[src/rtl/bus_slave_resp.sv]
// Slave-side bus responder: serves selected accesses from a small word store
// after WAIT_CYC wait states and answers with a one-cycle active-low ready.
`timescale 1ns/1ps
module bus_slave_resp #(
  parameter int DEPTH    = 16,
  parameter int IDX_W    = 4,
  parameter int WAIT_CYC = 1
) (
  input  logic        clk,
  input  logic        reset_,
  input  logic        s_cs_,
  input  logic [29:0] s_addr,
  input  logic        s_as_,
  input  logic        s_rw,
  input  logic [31:0] s_wr_data,
  output logic [31:0] s_rd_data,
  output logic        s_rdy_
);

  typedef enum logic [1:0] {IDLE, WAIT, ACK} state_t;

  state_t             state;
  logic [3:0]         cnt;
  logic [IDX_W-1:0]   idx;
  logic               rw;
  logic [31:0]        wr_data_l;
  logic [31:0]        mem [DEPTH];
  logic [IDX_W-1:0]   rd_idx;
  logic               unused_addr;

  // Upper address bits alias onto the same words; they are deliberately dropped.
  assign unused_addr = ^s_addr[29:IDX_W];

  // With zero wait states ACK is entered straight from IDLE, so read the live index.
  assign rd_idx = (state == IDLE) ? s_addr[IDX_W-1:0] : idx;

  always_ff @(posedge clk) begin
    if (!reset_) begin
      state     <= IDLE;
      cnt       <= '0;
      idx       <= '0;
      rw        <= 1'b0;
      wr_data_l <= '0;
      s_rdy_    <= 1'b1;
      s_rd_data <= '0;
    end else begin
      s_rdy_    <= 1'b1;
      s_rd_data <= '0;
      case (state)
        IDLE: begin
          if (!s_cs_ && !s_as_) begin
            idx       <= s_addr[IDX_W-1:0];
            rw        <= s_rw;
            wr_data_l <= s_wr_data;
            if (WAIT_CYC == 0) begin
              state     <= ACK;
              s_rdy_    <= 1'b0;
              s_rd_data <= s_rw ? mem[rd_idx] : '0;
            end else begin
              cnt   <= 4'(WAIT_CYC - 1);
              state <= WAIT;
            end
          end
        end
        WAIT: begin
          if (s_as_ || s_cs_) begin
            state <= IDLE;
          end else if (cnt == 4'd0) begin
            state     <= ACK;
            s_rdy_    <= 1'b0;
            s_rd_data <= rw ? mem[rd_idx] : '0;
          end else begin
            cnt <= cnt - 4'd1;
          end
        end
        ACK:     state <= IDLE;
        default: state <= IDLE;
      endcase
    end
  end

  // Write commits on the edge leaving ACK, so the next access already sees it.
  always_ff @(posedge clk) begin
    if (!reset_) begin
      for (int i = 0; i < DEPTH; i++) begin
        mem[i] <= '0;
      end
    end else if (state == ACK && !rw) begin
      mem[idx] <= wr_data_l;
    end
  end

endmodule

[config.mk]
export PLATFORM = sky130hd
export DESIGN_NAME = bus_slave_resp
export DESIGN_NICKNAME = d
export VERILOG_FILES = /design/src/rtl/bus_slave_resp.sv
export SDC_FILE = /design/constraint.sdc
export NUM_CORES = 1
export LEC_CHECK = 0
export BUFFER_PORTS_ARGS = -buffer_cell sky130_fd_sc_hd__buf_2
export CAP_MARGIN = 20
export CORE_UTILIZATION = 45
export CTS_CLUSTER_DIAMETER = 50
export CTS_CLUSTER_SIZE = 25
export DETAILED_ROUTE_END_ITERATION = 8
export PLACE_DENSITY = 0.72
export SETUP_SLACK_MARGIN = 0.15
export SLEW_MARGIN = 20
export SYNTH_ARGS = -nofsm -noshare
export SYNTH_HDL_FRONTEND = slang
export SYNTH_SLANG_ARGS = --single-unit
[constraint.sdc]
create_clock -name clk -period 7.3 [get_ports clk]
set_clock_uncertainty 0.2 [all_clocks]
set_input_delay 0.365 -clock clk [delete_from_list [all_inputs] [get_ports clk]]
set_output_delay 0.365 -clock clk [all_outputs]
set_load 0.01 [all_outputs]
==> metrics, run 1 <==
run status complete, no violations; Warnings, synthesis 0; number of rows created at floorplan 91; count of input and output buffers 73; 1st-pass router iterations 5; total of flip-flops plus latches after synthesis between 500 and 600; shortest clock period the worst path allows after layout 4.01 ns; Worst Path Max Fanout 109; data arrival time at the worst-slack endpoint about 4.3 ns; global-route wire length before repair 121000 µm; total negative slack for setup checks 0 ns; type of the tightest min-delay check in2reg; fraction of final layout cells with drive strength greater than 1 0.106; GP Congestion 0.777; Die Footprint 64300 µm²; proportion of netlist area held by the largest area contributor 0.540; standard cell area after detailed placement roughly 30000 µm²; Final Util 0.509; drt via density 5.98; number of placed I/O pins 100; worst-margin pin slew 1.18 ns; number of DRC markers in iteration 0 2238; number of filler instances in the final layout 5289; final number of hold-violating endpoints 0; most common cell after layout, fill and taps aside sky130_fd_sc_hd__and2_1; synth top area cells sky130_fd_sc_hd__edfxtp_1 (54%), sky130_fd_sc_hd__mux2i_1 (11%), sky130_fd_sc_hd__and2_1 (11%); GRT Util Overall 0.258; combined area of all synthesized cells between 20000 and 30000 µm²; Final Cycle Share 0.550; kind of critical path reg2reg; largest area contributor in the synthesized netlist sky130_fd_sc_hd__edfxtp_1; vertical extent of the die around 250 µm; Slew Limit Fails 0; area added between synthesis and finish 11.2%; final routed DRC violation total 0; Static Leakage 0.0119 µW; post-synthesis net count ~2500; unrepaired setup endpoints after global routing false; clock tree from TritonCTS yes; nature of the critical path endpoint flop; final wirelength just over 80000 µm; antenna violations before repair 2; clock root buffer sky130_fd_sc_hd__clkbuf_16; CTS H-Tree Depth 2; clock transition at the registers of the reported paths roughly 0.08 ns; Nets around 2500; via count of the first global-routing pass 19400; DP HPWL 42500 µm; post-synth cell types 41; clock buffer count from CTS 44; overall overflow remaining after global route 0; total of max-cap violations 0; share of flip-flops with an asynchronous set or reset 0; total of cells resized after clock tree synthesis 0; EDFF count, synth 512; maximum number of pins on one net before global-route repair 110; syn avg cell area 11.7 µm²; internal reg-to-reg setup slack 3.29 ns; most frequent cells in the layout sky130_fd_sc_hd__and2_1 (513), sky130_fd_sc_hd__edfxtp_1 (512), sky130_fd_sc_hd__nand2_1 (338), sky130_fd_sc_hd__mux2i_1 (322), sky130_fd_sc_hd__nor2_1 (132); cell count after synthesis 2436; worst slew slack as a fraction of its limit 0.213; clock insertion delay at the later pin of the skew report 0.61 ns; number of buffers between clock root and the deepest sink 3; antenna violation net count after detailed routing 0; count of clock tree sinks 588; starting density of the core 0.458; power density of the placed cells 224 nW/µm²; Core Area 62200 µm²; final cell area excluding filler cells between 30000 and 40000 µm²; Max Fclk 0.249 GHz; overall die width 254 µm; routed vias 19800; fraction of the yosys area taken by sequential cells 0.593; category of the worst setup path launch point flop; routed length per instance 25.1 µm; top_reg_cell synth sky130_fd_sc_hd__edfxtp_1; Hold Slack 0.00831 ns; total of endpoints with negative setup slack in the final report 0; required time at the endpoint of the critical path 7.60 ns; largest vdd supply drop 0.164 mV
per-stage QoR:
step           power (µW)  instances  setup WS (ns)
2_1_floorplan        4260       2436           3.35
3_3_place_gp         4450       3190           2.92
3_5_place_dp         4480       3191           2.84
4_1_cts              7080       3308           3.38
5_1_grt              7260       3309           3.15
6_report             7080       3309           3.29
cells in the mapped netlist, types with 2 or more instances:
cell type                  number
sky130_fd_sc_hd__and2_1       513
sky130_fd_sc_hd__edfxtp_1     512
sky130_fd_sc_hd__nand2_1      338
sky130_fd_sc_hd__mux2i_1      325
sky130_fd_sc_hd__nor2_1       145
sky130_fd_sc_hd__clkbuf_1     126
sky130_fd_sc_hd__a31oi_1       96
sky130_fd_sc_hd__dfxtp_1       76
sky130_fd_sc_hd__buf_2         72
sky130_fd_sc_hd__o32ai_1       52
sky130_fd_sc_hd__nand3_1       35
sky130_fd_sc_hd__a32o_1        32
sky130_fd_sc_hd__a21boi_0      29
sky130_fd_sc_hd__o21ai_0       12
sky130_fd_sc_hd__o32ai_2       12
sky130_fd_sc_hd__nand2b_1      11
sky130_fd_sc_hd__a21boi_1       8
sky130_fd_sc_hd__buf_1          5
sky130_fd_sc_hd__nor3_1         5
sky130_fd_sc_hd__buf_6          3
sky130_fd_sc_hd__inv_1          3
sky130_fd_sc_hd__mux2_2         3
sky130_fd_sc_hd__ha_1           2
sky130_fd_sc_hd__nor2b_1        2
sky130_fd_sc_hd__nor3b_1        2
sky130_fd_sc_hd__xor2_1         2
cell type report:
type	count	area, µm²	area share
inverters	3	11.3	0.000356
repair buffers	162	1160	0.0367
diodes	1	2.50	0.0000790
clock inverters	33	432	0.0136
multi-input cells	1639	11000	0.346
flip-flops and latches	588	16900	0.534
well taps	837	1050	0.0331
clock buffers	46	1140	0.0360
sequential cells by signal (all words and copies together), names as in the netlist:
| name | flops |
|---|---|
| cnt | 4 |
| idx | 4 |
| mem | 512 |
| rw | 1 |
| s_rd_data | 32 |
| s_rdy_ | 1 |
| state | 2 |
| wr_data_l | 32 |
worst paths after layout:
path                                      to  depth (start not counted)     start
worst max register to register  s_rd_data[0]                          7  state[1]
worst min-delay path                state[0]                          3     s_as_
worst min register to register        idx[0]                          2    idx[0]
worst max-delay path            s_rd_data[0]                          7  state[1]
timing repair:
action / 4_1_cts / 5_1_grt
endpoints found under the setup margin: 0 / 0
hold endpoints to repair: 36 / 0
buffers inserted: 0 / 0
hold buffers: 38 / 0
report_power, final:
part / total (µW) / internal (µW) / switching, µW
combinational: 601 / 198 / 404
sequential: 3830 / 3750 / 78.8
clock: 2650 / 1300 / 1350
logic make-up (layout without fill, tap and decap cells):
family / Yosys count / in the layout / synth area share
buffers and inverters: 209 / 244 / 0.0315
AND/OR/NAND/NOR: 1060 / 1060 / 0.189
XOR/XNOR: 3 / 3 / 0.000923
other: 0 / 1 / 0
flip-flops: 588 / 588 / 0.593
multiplexers: 329 / 329 / 0.116
AO/OA/AOI/OAI: 245 / 245 / 0.0681
adder cells (fa/ha/maj): 2 / 2 / 0.000878
per-layer routing:
| metal | vias up | GRT usage | share of wire |
|---|---|---|---|
| met3 | 203 | 0.0412 | 0.098 |
| li1 | 8638 | - | - |
| met1 | 9819 | 0.346 | 0.39 |
| met4 | 0 | 0.0940 | 0.037 |
| met2 | 1116 | 0.423 | 0.47 |
| met5 | - | 0 | 0 |
critical path, cell delays in order (launching register included):
cell                      delay, ns
sky130_fd_sc_hd__dfxtp_1       0.41
sky130_fd_sc_hd__nor2_4        0.72
sky130_fd_sc_hd__buf_12        0.64
sky130_fd_sc_hd__mux2i_4       0.34
sky130_fd_sc_hd__buf_4         0.81
sky130_fd_sc_hd__nand2_1       0.14
sky130_fd_sc_hd__a31oi_1       0.25
sky130_fd_sc_hd__a32o_1        0.27
(Power assumes the default switching activity.)
==> run 2: changes to the inputs <==
- PLACE_DENSITY: 0.72 -> 0.74
- clock period: 7.3 -> 3.6 ns (I/O delays scaled with it)
==> run 2 against run 1 <==
Net effect:
- die area unchanged
- routed wire length down 1.5%
- count of clock-buffer cells in the layout stayed put
- sequential cell count stayed put
- first-iteration DRC count decreased by 5.9%
==> metrics, run 2 (synthesized netlist as in run 1, its figures left out) <==
run status complete, no violations (unchanged); unrepaired setup endpoints after global routing false (unchanged); data arrival time at the worst-slack endpoint 3.23 ns (was 4.31 ns); nature of the critical path endpoint flop (unchanged); shortest clock period the worst path allows after layout 2.99 ns (was 4.01 ns); DP HPWL 45600 µm (was 42500 µm); maximum number of pins on one net before global-route repair 77 (was 110); Slew Limit Fails 0 (unchanged); Nets 2545 (was 2507); internal reg-to-reg setup slack 0.61 ns (was 3.29 ns); required time at the endpoint of the critical path 3.84 ns (was 7.60 ns); worst slew slack as a fraction of its limit 0.418 (was 0.213); 1st-pass router iterations 6 (was 5); Largest register FFs 512 (unchanged); fraction of final layout cells with drive strength greater than 1 0.111 (was 0.106); category of the worst setup path launch point flop (unchanged); antenna violation net count after detailed routing 0 (unchanged); most frequent cells in the layout sky130_fd_sc_hd__and2_1 (513), sky130_fd_sc_hd__edfxtp_1 (512), sky130_fd_sc_hd__nand2_1 (338), sky130_fd_sc_hd__mux2i_1 (322), sky130_fd_sc_hd__nor2_1 (132) (unchanged); clock transition at the registers of the reported paths 0.08 ns (about the same); most common cell after layout, fill and taps aside sky130_fd_sc_hd__and2_1 (unchanged); Final Cycle Share 0.830 (was 0.550); global-route wire length before repair 121000 µm (about the same); via count of the first global-routing pass 19600 (was 19400); drt via density 5.96 (was 5.98); final routed DRC violation total 0 (unchanged); worst-margin pin slew 0.871 ns (was 1.18 ns); kind of critical path reg2reg (unchanged); final cell area excluding filler cells 32200 µm² (was 31700 µm²); most flop-heavy register mem (unchanged); count of input and output buffers 73 (unchanged); Static Leakage 0.0121 µW (was 0.0119 µW); routed length per instance 24.4 µm (was 25.1 µm); Largest regs mem: 512 flops, s_rd_data: 32 flops, wr_data_l: 32 flops (unchanged); GRT Util Overall 0.253 (was 0.258); area added between synthesis and finish 12.9% (was 11.2%); CTS H-Tree Depth 2 (unchanged); count of clock tree sinks 588 (unchanged); vertical extent of the die 254 µm (unchanged); Core Area 62200 µm² (unchanged); number of DRC markers in iteration 0 2107 (was 2238); number of buffers between clock root and the deepest sink 3 (unchanged); routed vias 20000 (was 19800); clock root buffer sky130_fd_sc_hd__clkbuf_16 (unchanged); clock tree from TritonCTS yes (unchanged); type of the tightest min-delay check in2reg (unchanged); largest vdd supply drop 0.305 mV (was 0.164 mV); Die Footprint 64300 µm² (unchanged); Max Fclk 0.335 GHz (was 0.249 GHz); Logic pwr share 0.089 (was 0.085); antenna violations before repair 1 (was 2); power density of the placed cells 440 nW/µm² (was 224 nW/µm²); overall overflow remaining after global route 0 (unchanged); P_sw 3570 µW (was 1830 µW); final number of hold-violating endpoints 0 (unchanged); Worst Path Max Fanout 20 (was 109); Hold Slack 0.151 ns (was 0.00831 ns); Sw Share 0.252 (was 0.259); total of max-cap violations 0 (unchanged); total of cells resized after clock tree synthesis 0 (unchanged); clock buffer count from CTS 43 (was 44); clock insertion delay at the later pin of the skew report 0.56 ns (was 0.61 ns); total of endpoints with negative setup slack in the final report 0 (unchanged); number of rows created at floorplan 91 (unchanged); sequential share of power 0.549 (was 0.541); final wirelength 81800 µm (was 83000 µm); standard cell area after detailed placement 30100 µm² (was 29700 µm²); cell internal pwr 10600 µW (was 5250 µW); overall die width 254 µm (unchanged); starting density of the core 0.458 (unchanged); share of total power in the clock network 0.362 (was 0.374); number of placed I/O pins 100 (unchanged); GP Congestion 0.813 (was 0.777); total chip power 14200 µW (was 7080 µW)
==> run 2: cell count changes in the layout (fill, tap and decap cells not counted), sizes merged <==
cell,before,now
clkinv,11,15
dlygate4sd3,38,59
buf,123,141
inv,21,16
clkinvlp,2,3
==> run 2: area by class of cell <==
| type | count | area, µm² |
|---|---|---|
| Sequential cell | 588 | 16900 |
| Antenna cell | 1 | 2.50 |
| Fill cell | 5269 | 30000 |
| Inverter | 3 | 11.3 |
| Timing Repair Buffer | 201 | 1760 |
| Clock buffer | 46 | 1130 |
| Multi-Input combinational cell | 1639 | 11000 |
| Tap cell | 837 | 1050 |
| Clock inverter | 33 | 349 |
==> run 2: per-layer routing <==
metal,up-vias,routed length (µm),global-route usage
li1,8709,-,-
met3,215,7660,0.0324
met4,0,3180,0.106
met5,-,0,0
met2,1044,39800,0.428
met1,9993,31100,0.326
==> run 2: power by group through the flow <==
stage	registers, µW	logic (µW)	clock network (µW)
3_3_place_gp	7900	1170	0
5_1_grt	7800	1330	5350
6_report	7770	1260	5120
4_1_cts	7770	1250	5160
3_5_place_dp	7920	1200	0
2_1_floorplan	7850	792	0
==> run 2: worst max-delay path, cell delays in order (launching register included) <==
cell	delay, ns
sky130_fd_sc_hd__dfxtp_1	0.48
sky130_fd_sc_hd__and4bb_2	0.31
sky130_fd_sc_hd__nor2b_1	0.17
sky130_fd_sc_hd__nand2b_1	0.32
sky130_fd_sc_hd__nor2_2	0.70
sky130_fd_sc_hd__buf_4	0.45
sky130_fd_sc_hd__and2_1	0.19
==> run 2: final timing paths <==
path,start,to,depth (start not counted)
min,reset_,wr_data_l[30],3
max,state[1],mem[12][26],6
min reg2reg,rw,rw,2
max reg2reg,state[1],mem[12][26],6
==> run 2: per-stage QoR <==
stage               std cells  worst slack [ns]  utilization  TNS (ns)
floorplan                2436            -0.350            -    -82.10
global placement         3209             0.765        0.484         0
detailed placement       3209             0.697        0.484         0
CTS                      3347             0.677        0.517         0
global route             3347             0.535        0.517         0
finish                   3348             0.611        0.517         0
==> run 2: timing repair <==
| item | CTS | global route |
|---|---|---|
| setup buffers | 0 | 0 |
| hold buffers | 59 | 0 |
| hold endpoints to repair | 43 | 0 |
